<file path="config.mk">
export PLATFORM = sky130hd
export DESIGN_NAME = cdc_event_scheduler
export DESIGN_NICKNAME = d
export VERILOG_FILES = /design/src/rtl/cdc_sched_pkg.sv /design/src/rtl/cdc_sync_bit.sv /design/src/rtl/cdc_event_scheduler.sv
export SDC_FILE = /design/constraint.sdc
export NUM_CORES = 1
export LEC_CHECK = 0
export CORE_UTILIZATION = 25
export CTS_CLUSTER_DIAMETER = 120
export DETAILED_ROUTE_END_ITERATION = 8
export PLACE_DENSITY_LB_ADDON = 0.1
export SLEW_MARGIN = 20
export SYNTH_ARGS = -nofsm -noshare
export SYNTH_HDL_FRONTEND = slang
export SYNTH_SLANG_ARGS = --single-unit
</file>
<file path="constraint.sdc">
create_clock -name aclk -period 2.75 [get_ports aclk]
set_input_delay 0.55 -clock aclk [delete_from_list [all_inputs] [get_ports aclk]]
set_output_delay 0.55 -clock aclk [all_outputs]
set_load 0.05 [all_outputs]
</file>
<file path="src/rtl/cdc_sched_pkg.sv">
// Shared types and helpers for the event scheduler.
//   state_e : handshake FSM states (IDLE, REQ, DROP, ABORT)
//   pick_t  : result of the round-robin search (valid flag + channel id)
//   rr_pick : round-robin search that starts one past the last grant and wraps
package cdc_sched_pkg;

  localparam int MAX_CH   = 16;
  localparam int MAX_ID_W = 4;

  typedef enum logic [1:0] {
    IDLE  = 2'd0,
    REQ   = 2'd1,
    DROP  = 2'd2,
    ABORT = 2'd3
  } state_e;

  typedef struct packed {
    logic                valid;
    logic [MAX_ID_W-1:0] id;
  } pick_t;

  // Candidates are visited in the order last+1, last+2, ... modulo n_ch.
  // The first pending candidate wins. Bits at or above n_ch are never looked at.
  function automatic pick_t rr_pick(input logic [MAX_CH-1:0]   pending,
                                    input logic [MAX_ID_W-1:0] last,
                                    input int                  n_ch);
    pick_t               r;
    logic [MAX_ID_W-1:0] idx;
    r = '0;
    for (int k = 1; k <= MAX_CH; k++) begin
      idx = MAX_ID_W'((int'(last) + k) % n_ch);
      if (k <= n_ch && !r.valid && pending[idx]) begin
        r.valid = 1'b1;
        r.id    = idx;
      end
    end
    return r;
  endfunction

endpackage

</file>
<file path="src/rtl/cdc_sync_bit.sv">
// Multi-flop synchronizer for one asynchronous level signal.
//   clk_i  : destination clock
//   rst_ni : asynchronous active-low reset, clears every stage to 0
//   d_i    : asynchronous input
//   q_o    : synchronized output, STAGES clock edges of latency
module cdc_sync_bit #(
  parameter int STAGES = 2
) (
  input  logic clk_i,
  input  logic rst_ni,
  input  logic d_i,
  output logic q_o
);

  (* ASYNC_REG = "TRUE" *) logic [STAGES-1:0] sync_q;

  always_ff @(posedge clk_i or negedge rst_ni) begin
    if (!rst_ni) begin
      sync_q <= '0;
    end else begin
      sync_q <= {sync_q[STAGES-2:0], d_i};
    end
  end

  assign q_o = sync_q[STAGES-1];

endmodule

</file>
<file path="src/rtl/cdc_event_scheduler.sv">
// Round-robin scheduler that funnels N_CH single-cycle event pulses through one
// bundled-data 4-phase req/ack crossing.
//
// Handshake: xid is set up while xreq=0 and is held for as long as xreq=1.
// The sequence per transfer is xreq rise -> xack rise -> xreq fall -> xack fall;
// a transfer counts as complete (done pulse) only after xack has fallen again.
// xack is asynchronous and is only ever used after the synchronizer (xack_s).
//
// Ports:
//   aclk, aresetn     : clock, asynchronous active-low reset
//   ev, ev_mask       : event pulses and per-channel enables
//   xreq, xid, xack   : crossing request, bundled channel id, async acknowledge
//   busy              : FSM not in IDLE
//   done, done_id     : one-cycle completion pulse and its channel
//   overflow          : sticky per-channel "event arrived while already pending"
//   timeout_err       : sticky "a handshake phase ran out of time"
//   err_clr           : clears overflow and timeout_err
//   dbg_state         : current FSM state
module cdc_event_scheduler
  import cdc_sched_pkg::*;
#(
  parameter int N_CH           = 4,
  parameter int ID_W           = $clog2(N_CH),
  parameter int SYNC_STAGES    = 2,
  parameter int TIMEOUT_CYCLES = 1024
) (
  input  logic            aclk,
  input  logic            aresetn,
  input  logic [N_CH-1:0] ev,
  input  logic [N_CH-1:0] ev_mask,
  output logic            xreq,
  output logic [ID_W-1:0] xid,
  input  logic            xack,
  output logic            busy,
  output logic            done,
  output logic [ID_W-1:0] done_id,
  output logic [N_CH-1:0] overflow,
  output logic            timeout_err,
  input  logic            err_clr,
  output state_e          dbg_state
);

  localparam int TO_LAST = (TIMEOUT_CYCLES > 0) ? TIMEOUT_CYCLES - 1 : 0;
  localparam int CNT_W   = (TO_LAST > 0) ? $clog2(TO_LAST + 1) : 1;
  localparam bit TO_EN   = (TIMEOUT_CYCLES > 0);

  state_e            state_q, state_d;
  logic              xreq_q, xreq_d;
  logic [ID_W-1:0]   xid_q, xid_d;
  logic              done_q, done_d;
  logic [ID_W-1:0]   done_id_q, done_id_d;
  logic [N_CH-1:0]   pending_q, pending_d;
  logic [N_CH-1:0]   overflow_q, overflow_d;
  logic              timeout_q, timeout_d;
  logic [ID_W-1:0]   last_grant_q, last_grant_d;
  logic [CNT_W-1:0]  cnt_q, cnt_d;

  logic              xack_s;
  logic [N_CH-1:0]   ev_in;
  logic [N_CH-1:0]   clr;
  logic              grant;
  logic              to_hit;
  logic              to_set;
  pick_t             pick;
  logic [ID_W-1:0]   winner;

  cdc_sync_bit #(.STAGES(SYNC_STAGES)) u_xack_sync (
    .clk_i  (aclk),
    .rst_ni (aresetn),
    .d_i    (xack),
    .q_o    (xack_s)
  );

  assign ev_in  = ev & ev_mask;
  assign to_hit = TO_EN && (cnt_q == CNT_W'(TO_LAST));

  always_comb begin
    pick   = rr_pick(MAX_CH'(pending_q), MAX_ID_W'(last_grant_q), N_CH);
    winner = ID_W'(pick.id);
  end

  // Handshake FSM: next state and registered outputs.
  always_comb begin
    state_d   = state_q;
    xreq_d    = xreq_q;
    xid_d     = xid_q;
    done_d    = 1'b0;
    done_id_d = done_id_q;
    grant     = 1'b0;
    to_set    = 1'b0;
    unique case (state_q)
      IDLE: begin
        // A late xack from an aborted transfer blocks new grants.
        if (pick.valid && !xack_s) begin
          grant   = 1'b1;
          xid_d   = winner;
          xreq_d  = 1'b1;
          state_d = REQ;
        end
      end
      REQ: begin
        if (xack_s) begin
          xreq_d  = 1'b0;
          state_d = DROP;
        end else if (to_hit) begin
          to_set  = 1'b1;
          xreq_d  = 1'b0;
          state_d = ABORT;
        end
      end
      DROP: begin
        if (!xack_s) begin
          done_d    = 1'b1;
          done_id_d = xid_q;
          state_d   = IDLE;
        end else if (to_hit) begin
          to_set  = 1'b1;
          state_d = ABORT;
        end
      end
      ABORT: begin
        xreq_d = 1'b0;
        if (!xack_s) begin
          state_d = IDLE;
        end
      end
      default: state_d = IDLE;
    endcase
  end

  // Pending/overflow/error bookkeeping. A fresh event on the channel being
  // granted this cycle re-arms pending instead of counting as overflow.
  always_comb begin
    clr          = grant ? (N_CH'(1) << winner) : '0;
    pending_d    = (pending_q & ~clr) | ev_in;
    overflow_d   = (err_clr ? '0 : overflow_q) | (ev_in & pending_q & ~clr);
    timeout_d    = err_clr ? 1'b0 : (timeout_q | to_set);
    last_grant_d = grant ? winner : last_grant_q;
    if (state_d != state_q) begin
      cnt_d = '0;
    end else if ((state_q == REQ || state_q == DROP) && !to_hit) begin
      cnt_d = cnt_q + CNT_W'(1);
    end else begin
      cnt_d = cnt_q;
    end
  end

  always_ff @(posedge aclk or negedge aresetn) begin
    if (!aresetn) begin
      state_q      <= IDLE;
      xreq_q       <= 1'b0;
      xid_q        <= '0;
      done_q       <= 1'b0;
      done_id_q    <= '0;
      pending_q    <= '0;
      overflow_q   <= '0;
      timeout_q    <= 1'b0;
      last_grant_q <= ID_W'(N_CH - 1);
      cnt_q        <= '0;
    end else begin
      state_q      <= state_d;
      xreq_q       <= xreq_d;
      xid_q        <= xid_d;
      done_q       <= done_d;
      done_id_q    <= done_id_d;
      pending_q    <= pending_d;
      overflow_q   <= overflow_d;
      timeout_q    <= timeout_d;
      last_grant_q <= last_grant_d;
      cnt_q        <= cnt_d;
    end
  end

  assign xreq        = xreq_q;
  assign xid         = xid_q;
  assign busy        = (state_q != IDLE);
  assign done        = done_q;
  assign done_id     = done_id_q;
  assign overflow    = overflow_q;
  assign timeout_err = timeout_q;
  assign dbg_state   = state_q;

endmodule

</file>
==> Word level (Yosys, flattened, before mapping) <==
Index checks and enable logic that the tools add are counted.
{ "classes": {"addsub": 5, "order_cmp": 4, "n_eq_ne": 7, "shift": 1, "n_mux": 35, "bitwise_logic": 13, "n_reduce_logical": 22} }
{ "op_table": {"columns": ["operator", "count"], "rows": [
  ["$lt A4 B5 Y1 const B", 4],
  ["$mux W10", 2],
  ["$mux W5", 4],
  ["$and A4 B4 Y4", 4],
  ["$mux W1", 15],
  ["$bmux W1 S3", 4],
  ["$add A10 B1 Y10 const B", 1],
  ["$eq A10 B10 Y1 const B", 1],
  ["$mux W2", 5],
  ["$mux W4", 2],
  ["$or A4 B4 Y4", 2],
  ["$pmux W2 S4", 1],
  ["$reduce_or A2 Y1", 4],
  ["$logic_and A1 B1 Y1", 5],
  ["$logic_not A1 Y1", 5],
  ["$add A2 B1 Y2 const B", 2],
  ["$add A2 B2 Y2 const B", 2],
  ["$and A1 B1 Y1 const A", 4],
  ["$eq A2 B2 Y1 const B", 2],
  ["$not A4 Y4", 1],
  ["$reduce_and A2 Y1", 2],
  ["$reduce_bool A2 Y1", 2],
  ["$shl A1 B2 Y4 const A", 1],
  ["$ne A3 B2 Y1 const B", 1],
  ["11 further kinds", 11]
]} }
{ "totals": {"register_bits": 31, "wordCells": 98} }

==> Longest topological paths before layout <==
{ "depth": {"depth_word": 22, "depth_mapped": 6, "depth_no_buf": 6} }

==> By module <==
A second synthesis with hierarchy kept.
{ "hier_totals": {"hier_cells": 163, "area_unflattened_um2": 1660.3} }
{ "modules_own_cells": {"columns": ["mod", "instances", "cells_each", "area_per_inst_um2", "seq_area_each_um2"], "rows": [
  ["cdc_event_scheduler", 1, 161, 1610.3, 728.2],
  ["cdc_sync_bit", 1, 2, 50.0, 50.0]
]} }

==> Least setup slack after synthesis <==
OpenSTA, ideal clock, no wires.
{ "synth_timing": {"path_type": "reg-to-reg", "startpoint": "reg state_q[1], in the netlist dbg_state[1]", "endpoint": "reg cnt_q[9]", "setup_ps": 87, "arrival_time_ps": 2442, "t_required_ps": 2663, "path_slack_ps": 221, "path_stages_with_launch": 7, "n_path_buf": 0, "period_less_slack_ps": 2529, "path_cell_list": "dfrtp_1 inv_1 ha_1 nand4_1 or4b_2 xor2_1 nor3_1"} }
{ "synth_via": {"elab_chain_len": 5, "word_cells_on_any_way": 15, "cone_classes": "eq/ne: 4; mux: 7; reduce/logical: 4"} }
{ "synth_lines": {"columns": ["item", "line_no", "text"], "rows": [
  ["start, declared", "cdc_event_scheduler.sv:47", "state_e state_q, state_d;"],
  ["start signal, assigned", "cdc_event_scheduler.sv:161", "state_q <= state_d;"],
  ["$mux W2", "cdc_event_scheduler.sv:105, cdc_event_scheduler.sv:116", null],
  ["$mux W2 (on tied branches)", "cdc_event_scheduler.sv:112, cdc_event_scheduler.sv:102", null],
  ["$pmux W2 S4", "cdc_event_scheduler.sv:91", "unique case (state_q)"],
  ["$ne A2 B2 Y1", "cdc_event_scheduler.sv:139", "if (state_d != state_q) begin"],
  ["$mux W10 or $reduce_bool A2 Y1 (tied branches)", null, null],
  ["end signal, assigned", "cdc_event_scheduler.sv:170", "cnt_q <= cnt_d;"],
  ["end, declared", "cdc_event_scheduler.sv:56", "logic [CNT_W-1:0] cnt_q, cnt_d;"]
]} }
Several ways; a longest one is shown, not always the timed one.
A chain may end at the register's enable or synchronous reset.

==> Worst setup path in the final report <==
Same ends and word-level chain as after synthesis.

==> impl_metrics.py <==
metrics = {
    "detailed_routing": {
        "drc_errors": 0,
        "viasPerCell": 5.16,
        "drt-pass1-iter-count": 4,
        "drt-initial-drc-count": 98,
        "drt_wl_total_um": 4140,
        "routed-via-count": 1481,
        "routedWlPerCell_um": 14.4,
        "postRouteAntennaNets": 0,
    },
    "global_route": {
        "grt_max_degree": 32,
        "grt-ovfl-total": 0,
        "grt_pass1_vias": 1430,
        "grt_first_pass_wirelength_um": 7110,
        "antenna_found_initial": 0,
        "grtUsageTotal": 0.125,
    },
    "sta": {
        "max_freq_mhz": 406,
        "hold_viol": 0,
        "setup_violations": 0,
        "min_period_ns": 2.46,
        "timing.final.ws_setup_ns": 0.286,
        "fin_crit_sh": 0.896,
        "fin_setup_tns_ns": 0,
        "rsz0062_at_grt": "false",
        "tightest_slew_ns": 0.771,
        "clock_skew_ns": 0.0132,
        "maxSlewHeadroom": 0.481,
        "slew_viol_final": 0,
    },
    "final_layout": {
        "syn2layout_area_growth_pct": 25.3,
        "drive_above_1_share": 0.0905,
        "n_fill_cell": 665,
        "final_nets": 228,
        "final_area_mm2": 0.00216,
        "fin_cells": 287,
        "n_antenna_cell": 0,
    },
    "min_path": {
        "whs_endpoint": "u_xack_sync.sync_q[1]",
        "hp-start": "u_xack_sync.sync_q[0]",
        "min_path_type": "reg -> reg",
        "holdPathStages": 0,
    },
    "synth": {
        "ys.flop_type": "dfrtp_1",
        "synth_edf_count": 0,
        "synth.avg_cell_area_um2": 9.70,
        "ys_ff_latch": 31,
        "ys_warn_count": 0,
        "ys_async_sr_fraction": 1.00,
        "syn_nets": 197,
        "postSynthCellCount": 178,
        "synth-seq-area-share": 0.451,
        "synthDistinctLibCells": 44,
        "synth_area_mm2": 0.00173,
    },
    "place": {
        "hpwl_um": 2960,
        "placed_cells": 279,
        "port_buffers": 25,
        "dp_slack_ns": 0.337,
        "gp_congestion": 0.848,
        "dpl_cell_area_mm2": 0.00208,
    },
    "worst_setup_path": {
        "cp.required_ns": 2.94,
        "r2r_cells": 6,
        "regToRegStartpoint": "dbg_state[1]",
        "startpoint_type": "flip-flop",
        "r2r_end": "cnt_q[9]",
        "cp_slowest_cell": "or4b_2",
        "crit_path_max_fanout": 10,
        "cp.arrival_ns": 2.65,
        "crit_path_max_incr_delay_ns": 0.71,
        "crit_type": "reg -> reg",
        "regToRegSetupSlack_ns": 0.29,
        "critPathBufInv": 1,
        "cp-end-kind": "flip-flop",
        "path_cells": "inv_1 -> ha_1 -> nand4_1 -> or4b_2 -> xor2_1 -> nor3_1",
        "critPathTopFamily": "simple AND/OR/NAND/NOR gates",
    },
    "clock_network": {
        "cts_tree": "done",
        "numCtsBuffers": 5,
        "clock_latency_ns": 0.28,
        "cts.clk_slew.worst_paths_ns": 0.07,
        "root_buffer": "clkbuf_8",
        "clockBufferDepth": 2,
        "cts_setup_buffers": 0,
        "htreeDepth": 2,
        "cts_sinks": 31,
    },
    "power_and_ir_drop": {
        "power_frac_comb": 0.521,
        "peakVddDrop_v": 0.000267,
        "p_total_mw": 2.26,
        "seq_power_share": 0.326,
        "power.density_mw_per_mm2": 1050,
        "leakagePower_nw": 0.903,
        "swShare": 0.470,
        "p_int_mw": 1.20,
        "switching_power_mw": 1.06,
        "clkPwrFrac": 0.153,
    },
    "floorplanning": {
        "die-area_mm2": 0.00724,
        "fp-row-count": 29,
        "fp.dieW_um": 85.1,
        "ioPinCount": 26,
        "die-height_um": 85.1,
        "core_area_mm2": 0.00649,
        "initial_core_util": 0.266,
    },
    "status": {
        "status": "complete, no violations",
    },
    "job": {
        "max_cap_viol_count": 0,
    },
}
final cells by class:
type	instances	area [µm²]	share of cell area
clock buffers	5	68.8	0.0318
clock inverters	3	15.0	0.00694
inverters	12	45.0	0.0208
multi-input cells	132	892	0.412
flip-flops and latches	31	778	0.360
well taps	77	96.3	0.0445
repair buffers	27	268	0.124
cells in the final DEF (no fill, tap or decap), drive strengths merged, types with 6 or more instances in the layout:
| cell type | synthesis | layout |
|---|---|---|
| nor2 | 12 | 12 |
| a21oi | 12 | 12 |
| dfrtp | 29 | 29 |
| nor3 | 13 | 13 |
| o21ai | 9 | 9 |
| clkdlybuf4s50 | 0 | 24 |
| inv | 12 | 12 |
| ha | 7 | 7 |
| mux2i | 6 | 6 |
| nand2 | 9 | 9 |
per-layer routing:
| metal | share of wire | global-route usage |
|---|---|---|
| met1 | 0.48 | 0.168 |
| met3 | 0.052 | 0.0331 |
| met5 | 0 | 0 |
| met4 | 0.012 | 0.0447 |
| met2 | 0.46 | 0.194 |
logic make-up after synthesis:
| logic type | Yosys count | share of synthesized area |
|---|---|---|
| xor+xnor | 2 | 0.0101 |
| mux | 8 | 0.0478 |
| compound gates | 49 | 0.208 |
| flops | 31 | 0.451 |
| fa+ha+maj | 7 | 0.0507 |
| buf+inv | 15 | 0.0326 |
| simple gates | 66 | 0.200 |
per-stage QoR:
step	util	hold slack, ns
2_1_floorplan	-	0.254
3_3_place_gp	0.320	0.333
3_5_place_dp	0.320	0.363
4_1_cts	0.333	0.378
5_1_grt	0.333	0.395
6_report	0.333	0.368
flip-flops by register name (all words and copies together), names as in the netlist, 2 cells and up:
signal              count
pending_q               4
cnt_q                  10
overflow                4
xid                     2
dbg_state               2
last_grant_q            2
done_id                 2
u_xack_sync.sync_q      2
power groups by stage:
stage	sequential [mW]	combinational, mW	clock [mW]
global placement	0.733	1.18	0
global route	0.763	1.27	0.389
detailed placement	0.744	1.18	0
finish	0.737	1.18	0.347
floorplan	0.961	0.606	0
CTS	0.736	1.19	0.363
cells in the mapped netlist, types with 4 or more instances:
master,n,share of area
dfrtp_1,29,0.42
inv_1,12,0.026
ha_1,7,0.051
nand3_1,5,0.014
nor2_1,12,0.026
o21ai_0,9,0.026
nand2_1,9,0.020
nor4_1,5,0.018
nand4_1,4,0.014
nand2b_1,5,0.018
a21oi_1,12,0.035
mux2i_1,6,0.035
nor3_1,13,0.038
repair_timing:
action	CTS	global route
gates resized for setup	0	1
setup endpoints to repair	0	1
hold buffers	0	0
how the worst max path moves through the flow:
stage	cells after the start	endpoint	start	slack (ns)
6_report	6	cnt_q[9]	dbg_state[1]	0.29
4_1_cts	4	busy	dbg_state[1]	0.07
3_5_place_dp	6	cnt_q[9]	dbg_state[1]	0.34
3_3_place_gp	6	cnt_q[9]	dbg_state[1]	0.41
5_1_grt	6	cnt_q[9]	dbg_state[1]	0.15
2_1_floorplan	6	cnt_q[9]	dbg_state[1]	0.22
No activity file was read; power rests on OpenSTA's default activity.
